$ cat src/rtl/operand_reader_pkg.sv
// Shared constants for the operand reader: FSM state encoding and default widths.
package operand_reader_pkg;

    localparam int DATA_W_DEF    = 16;
    localparam int ADDR_W_DEF    = 3;
    localparam int STALL_MAX_DEF = 15;

    localparam logic [2:0] IDLE  = 3'd0;
    localparam logic [2:0] RD_A  = 3'd1;
    localparam logic [2:0] CAP_A = 3'd2;
    localparam logic [2:0] RD_B  = 3'd3;
    localparam logic [2:0] CAP_B = 3'd4;
    localparam logic [2:0] FIN   = 3'd5;

endpackage

$ cat src/rtl/operand_reader_stall_counter.sv
// Saturating count of consecutive not-valid samples for the operand being fetched.
// Latency: count updates on the clock edge. Backpressure: none, driven by the reader FSM.
module stall_counter #(
    parameter int STALL_MAX = 15
) (
    input  logic clk,
    input  logic reset,
    input  logic clear,
    input  logic inc,
    output logic at_max
);

    localparam int                CNT_W = $clog2(STALL_MAX + 1);
    localparam logic [CNT_W-1:0]  LIMIT = CNT_W'(STALL_MAX);

    logic [CNT_W-1:0] cnt;

    always_ff @(posedge clk or negedge reset) begin
        if (!reset) begin
            cnt <= '0;
        end else if (clear) begin
            cnt <= '0;
        end else if (inc && cnt != LIMIT) begin
            cnt <= cnt + CNT_W'(1);
        end
    end

    // High when one more not-valid sample brings the count to the limit.
    assign at_max = (cnt >= LIMIT - CNT_W'(1));

endmodule

$ cat src/rtl/operand_reader.sv
// Fetches one or two operands over a single bank read port, re-reading until valid; optional BYPASS_EN.
// Latency: done 3 cycles after start (one operand) or 5 (two), +2 per not-valid sample.
// Backpressure: start is ignored while busy; stalls on rd_valid=0 up to STALL_MAX samples, then err.
module operand_reader
    import operand_reader_pkg::*;
#(
    parameter int DATA_W    = DATA_W_DEF,
    parameter int ADDR_W    = ADDR_W_DEF,
    parameter int STALL_MAX = STALL_MAX_DEF
) (
    input  logic              clk,
    input  logic              reset,
    input  logic              start,
    input  logic              two_op,
    input  logic [ADDR_W-1:0] src_a,
    input  logic [ADDR_W-1:0] src_b,
    output logic [ADDR_W-1:0] rd_addr,
    input  logic [DATA_W-1:0] rd_data,
    input  logic              rd_valid,
    input  logic              wb_en,
    input  logic [ADDR_W-1:0] wb_addr,
    input  logic [DATA_W-1:0] wb_data,
    output logic              busy,
    output logic              done,
    output logic              err,
    output logic [DATA_W-1:0] op_a,
    output logic [DATA_W-1:0] op_b
);

    logic [2:0]        state;
    logic [ADDR_W-1:0] src_b_q;
    logic              two_op_q;
    logic              cap;
    logic              bypass;
    logic              opnd_ok;
    logic [DATA_W-1:0] opnd;
    logic              at_max;

    assign cap = (state == CAP_A) || (state == CAP_B);

`ifdef BYPASS_EN
    // rd_addr still holds the address being captured while in a CAP state.
    assign bypass = cap && wb_en && (wb_addr == rd_addr);
`else
    logic unused_wb;
    assign unused_wb = ^{wb_en, wb_addr, wb_data};
    assign bypass    = 1'b0;
`endif

    assign opnd_ok = rd_valid || bypass;
    assign opnd    = bypass ? wb_data : rd_data;

    stall_counter #(.STALL_MAX(STALL_MAX)) u_stall (
        .clk    (clk),
        .reset  (reset),
        .clear  ((state == IDLE && start) || (cap && opnd_ok)),
        .inc    (cap && !opnd_ok),
        .at_max (at_max)
    );

    always_ff @(posedge clk or negedge reset) begin
        if (!reset) begin
            state    <= IDLE;
            rd_addr  <= '0;
            src_b_q  <= '0;
            two_op_q <= 1'b0;
            err      <= 1'b0;
            op_a     <= '0;
            op_b     <= '0;
        end else begin
            case (state)
                IDLE: if (start) begin
                    src_b_q  <= src_b;
                    two_op_q <= two_op;
                    err      <= 1'b0;
                    rd_addr  <= src_a;
                    state    <= RD_A;
                end
                RD_A: state <= CAP_A;
                CAP_A: begin
                    if (opnd_ok) begin
                        op_a <= opnd;
                        if (two_op_q) begin
                            rd_addr <= src_b_q;
                            state   <= RD_B;
                        end else begin
                            op_b  <= '0;
                            state <= FIN;
                        end
                    end else if (at_max) begin
                        err   <= 1'b1;
                        op_a  <= '0;
                        op_b  <= '0;
                        state <= FIN;
                    end else begin
                        state <= RD_A;
                    end
                end
                RD_B: state <= CAP_B;
                CAP_B: begin
                    if (opnd_ok) begin
                        op_b  <= opnd;
                        state <= FIN;
                    end else if (at_max) begin
                        err   <= 1'b1;
                        op_a  <= '0;
                        op_b  <= '0;
                        state <= FIN;
                    end else begin
                        state <= RD_B;
                    end
                end
                FIN:     state <= IDLE;
                default: state <= IDLE;
            endcase
        end
    end

    assign busy = (state != IDLE);
    assign done = (state == FIN);

endmodule

$ cat config.mk
export PLATFORM = sky130hd
export DESIGN_NAME = operand_reader
export DESIGN_NICKNAME = d
export VERILOG_FILES = /design/src/rtl/operand_reader_pkg.sv /design/src/rtl/operand_reader_stall_counter.sv /design/src/rtl/operand_reader.sv
export SDC_FILE = /design/constraint.sdc
export NUM_CORES = 1
export LEC_CHECK = 0
export ABC_AREA = 0
export CORE_MARGIN = 1
export CORE_UTILIZATION = 40
export DETAILED_ROUTE_END_ITERATION = 6
export HOLD_SLACK_MARGIN = 0.03
export PLACE_DENSITY = 0.76
export RECOVER_POWER = 50
export SYNTH_ARGS = -nofsm -noshare
export SYNTH_HDL_FRONTEND = slang
export SYNTH_HIERARCHICAL = 1
export SYNTH_SLANG_ARGS = --single-unit
$ cat constraint.sdc
create_clock -name clk -period 2.5 [get_ports clk]
set_input_delay 0.5 -clock clk [delete_from_list [all_inputs] [get_ports clk]]
set_output_delay 0.5 -clock clk [all_outputs]
set_load 0.05 [all_outputs]
==> impl_metrics.env <==
export IMPL_grt_max_degree=26
export IMPL_vias_per_cell=5.085
export IMPL_multi_input_area_um2=748.2
export IMPL_seq_power_share_pct=31.9
export IMPL_drc=0
export IMPL_ys_seq_area_share_pct=59.27
export IMPL_ir_drop_v=0.0007798
export IMPL_clk_pin_slew_ns=0.08
export IMPL_cts_buffers=5
export IMPL_dr_wl_met3_um=267
export IMPL_vias=1444
export IMPL_drive_gt1_share_pct=17.05
export IMPL_synth_edf_count=0
export IMPL_yosys_warnings=6
export IMPL_syn_area_per_cell_um2=13.59
export IMPL_ios=85
export IMPL_finalNonFillerCells=284
export IMPL_cts_tree="built"
export IMPL_final_nets=266
export IMPL_grt_usage_pct=18.20
export IMPL_finalHoldViolCount=0
export IMPL_wl_um=4365
export IMPL_timing_fmax_ghz=0.4918
export IMPL_comb_power_share_pct=54.6
export IMPL_pwr_share_clk_pct=13.5
export IMPL_p_leak_nw=1.260
export IMPL_clk_latency_ns=0.30
export IMPL_rsz0062_at_grt="no"
export IMPL_max_slew_worst_pin_slew_ns=1.317
export IMPL_crit_path_start_kind="primary input"
export IMPL_drv_cap=0
export IMPL_power_density_nw_per_um2=1418
export IMPL_required_ns=2.72
export IMPL_initial_core_util_pct=41.74
export IMPL_synth_cell_types=35
export IMPL_clock_skew_ns=0.008131
export IMPL_drt_pass1_iterations=4
export IMPL_hold_path_class="in2async"
export IMPL_coreArea_um2=4755
export IMPL_outcome="finished, final reports clean"
export IMPL_setup_violations=0
export IMPL_ant_nets=0
export IMPL_cts_max_path_buffers=2
export IMPL_route_layer_met1_wl_um=2060
export IMPL_ys_flop_type="dfrtp_1"
export IMPL_htreeDepth=2
export IMPL_clockRootBuffer="clkbuf_8"
export IMPL_crit_top_cell="clkbuf_1"
export IMPL_cts_setup_buffers=0
export IMPL_path_cells="dlygate4sd3_1 -> clkbuf_1 -> a211oi_1 -> clkbuf_1 -> nand4_1 -> or2_0 -> a21oi_1"
export IMPL_maxSlewViolCount=0
export IMPL_finalCritPeriodShare_pct=81.34
export IMPL_grt_pass1_vias=1434
export IMPL_die_y_um=72.44
export IMPL_arrival_ns=2.25
export IMPL_netlist_area_um2=1984
export IMPL_die_area_um2=5247
export IMPL_fillers=419
export IMPL_first_iter_violations=52
export IMPL_slowest_delay_ns=0.60
export IMPL_die_width_um=72.44
export IMPL_area_growth_pct=42.37
export IMPL_switchingPower_mw=1.790
export IMPL_p_int_mw=2.216
export IMPL_diodes=0
export IMPL_switching_share_pct=44.69
export IMPL_async_flop_share_pct=100.0
export IMPL_place_congestion=0.7468
export IMPL_rows=25
export IMPL_path_class="in2reg"
export IMPL_ys_ff_latch=47
export IMPL_grt_overflow=0
export IMPL_seq_area_um2=1176
export IMPL_worst_path_max_fanout=5
export IMPL_slew_headroom_pct=12.18
export IMPL_cts_sinks=47
export IMPL_wl_per_cell_um=15.37
export IMPL_tns_ns=0
export IMPL_grt_pass1_wl_um=7176
export IMPL_highest_layer="met4"
export IMPL_min_period_ns=2.033
export IMPL_io_buffer_count=64
export IMPL_synth_net_count=195
export IMPL_wl_met2_um=1984
export IMPL_antenna_found_initial=0
export IMPL_cp_slowest_cell="dlygate4sd3_1"
export IMPL_place_inst=277
export IMPL_place_hpwl_um=3052
export IMPL_syn_inst=146
export IMPL_cp_end_kind="flip-flop"
-- cells in the final DEF, fill, tap and decap left out, types with 5 or more instances in the layout --
cell type	Yosys	final
dfrtp_1	47	47
buf_4	1	6
nor2_1	5	5
clkdlybuf4s50_1	0	60
clkbuf_8	0	5
a22o_1	28	28
a22o_2	6	6
nand2b_1	5	5
mux2_2	10	10
-- synthesized netlist by cell type (3+ instances only) --
cell type | n | area (µm²)
nand2_1 | 3 | 11.26
a21oi_1 | 3 | 15.01
dfrtp_1 | 47 | 1176
a22o_2 | 6 | 60.06
mux2_2 | 10 | 112.6
nor3_1 | 3 | 15.01
a22o_1 | 28 | 245.2
nand2b_1 | 5 | 31.28
buf_2 | 4 | 20.02
inv_1 | 3 | 11.26
nor2_1 | 5 | 18.77
-- worst paths after layout --
check | depth (start not counted) | start | slack, ns | end
worst max-delay path | 7 | rd_valid | 0.47 | u_stall/cnt[3]
worst min-delay path | 1 | reset | 0.48 | state[2]
worst max register to register | 6 | state[1] | 0.65 | u_stall/cnt[3]
worst min register to register | 1 | op_a[1] | 0.51 | op_a[1]
max in group asynchronous | 1 | reset | 1.25 | u_stall/cnt[1]
min in group clk | 1 | op_a[1] | 0.51 | op_a[1]
-- metal layers --
| layer | global-route usage, % | up-vias |
|---|---|---|
| li1 | - | 689 |
| met1 | 25.20 | 704 |
| met2 | 27.41 | 45 |
| met3 | 5.972 | 6 |
| met4 | 5.229 | 0 |
| met5 | 0 | - |
-- power by group through the flow --
stage / Combinational [mW] / Sequential (mW) / Clock (mW)
finish: 2.19 / 1.28 / 0.541
global route: 2.31 / 1.32 / 0.582
CTS: 2.21 / 1.28 / 0.551
detailed placement: 2.22 / 1.27 / 0
global placement: 2.19 / 1.28 / 0
floorplan: 0.745 / 2.02 / 0
-- logic make-up (layout without fill, tap and decap cells) --
group                    Yosys count  count (layout)  share of synthesized area (%)
adder cells (fa/ha/maj)            2               2                          1.261
flip-flops                        47              47                          59.27
buffers and inverters             11              82                          3.279
AO/OA/AOI/OAI                     48              48                          20.74
AND/OR/NAND/NOR                   26              26                          8.260
multiplexers                      12              12                          7.188
-- stage by stage --
stage	util, %	hold slack (ns)	instance area (µm²)	worst slack (ns)	power, mW
after floorplan	-	0.2044	1984	0.5922	2.766
after global placement	57.32	0.4847	2725	0.3119	3.463
after detailed placement	57.32	0.4822	2725	0.2847	3.487
after CTS	59.55	0.1989	2831	0.08233	4.038
after global routing	59.42	0.5299	2825	0.3283	4.211
final	59.42	0.4772	2825	0.4666	4.006
-- area by class of cell --
| cell class | instances | area share, % |
|---|---|---|
| inverter | 3 | 0.3986 |
| clock buffer | 5 | 2.436 |
| sequential | 47 | 41.63 |
| tap | 67 | 2.967 |
| multi-input combinational | 88 | 26.48 |
| timing repair buffer | 72 | 24.76 |
| clock inverter | 2 | 1.329 |
-- state kept, by name, summed over array words and instances (netlist names) --
name	flops
state	3
src_b_q	3
op_b	16
op_a	16
two_op_q	1
rd_addr	3
u_stall/cnt	4
err	1
-- worst max-delay path: cells and delay by family --
family	cells	cell delay, ns
buffers and inverters	3	0.99
AOI/OAI and AO/OA	2	0.43
and+or+nand+nor	2	0.33
-- repair_timing --
item	CTS	global route
hold buffers	0	0
gates resized for setup	0	1
endpoints found under the setup margin	0	1
(Power assumes the default switching activity.)
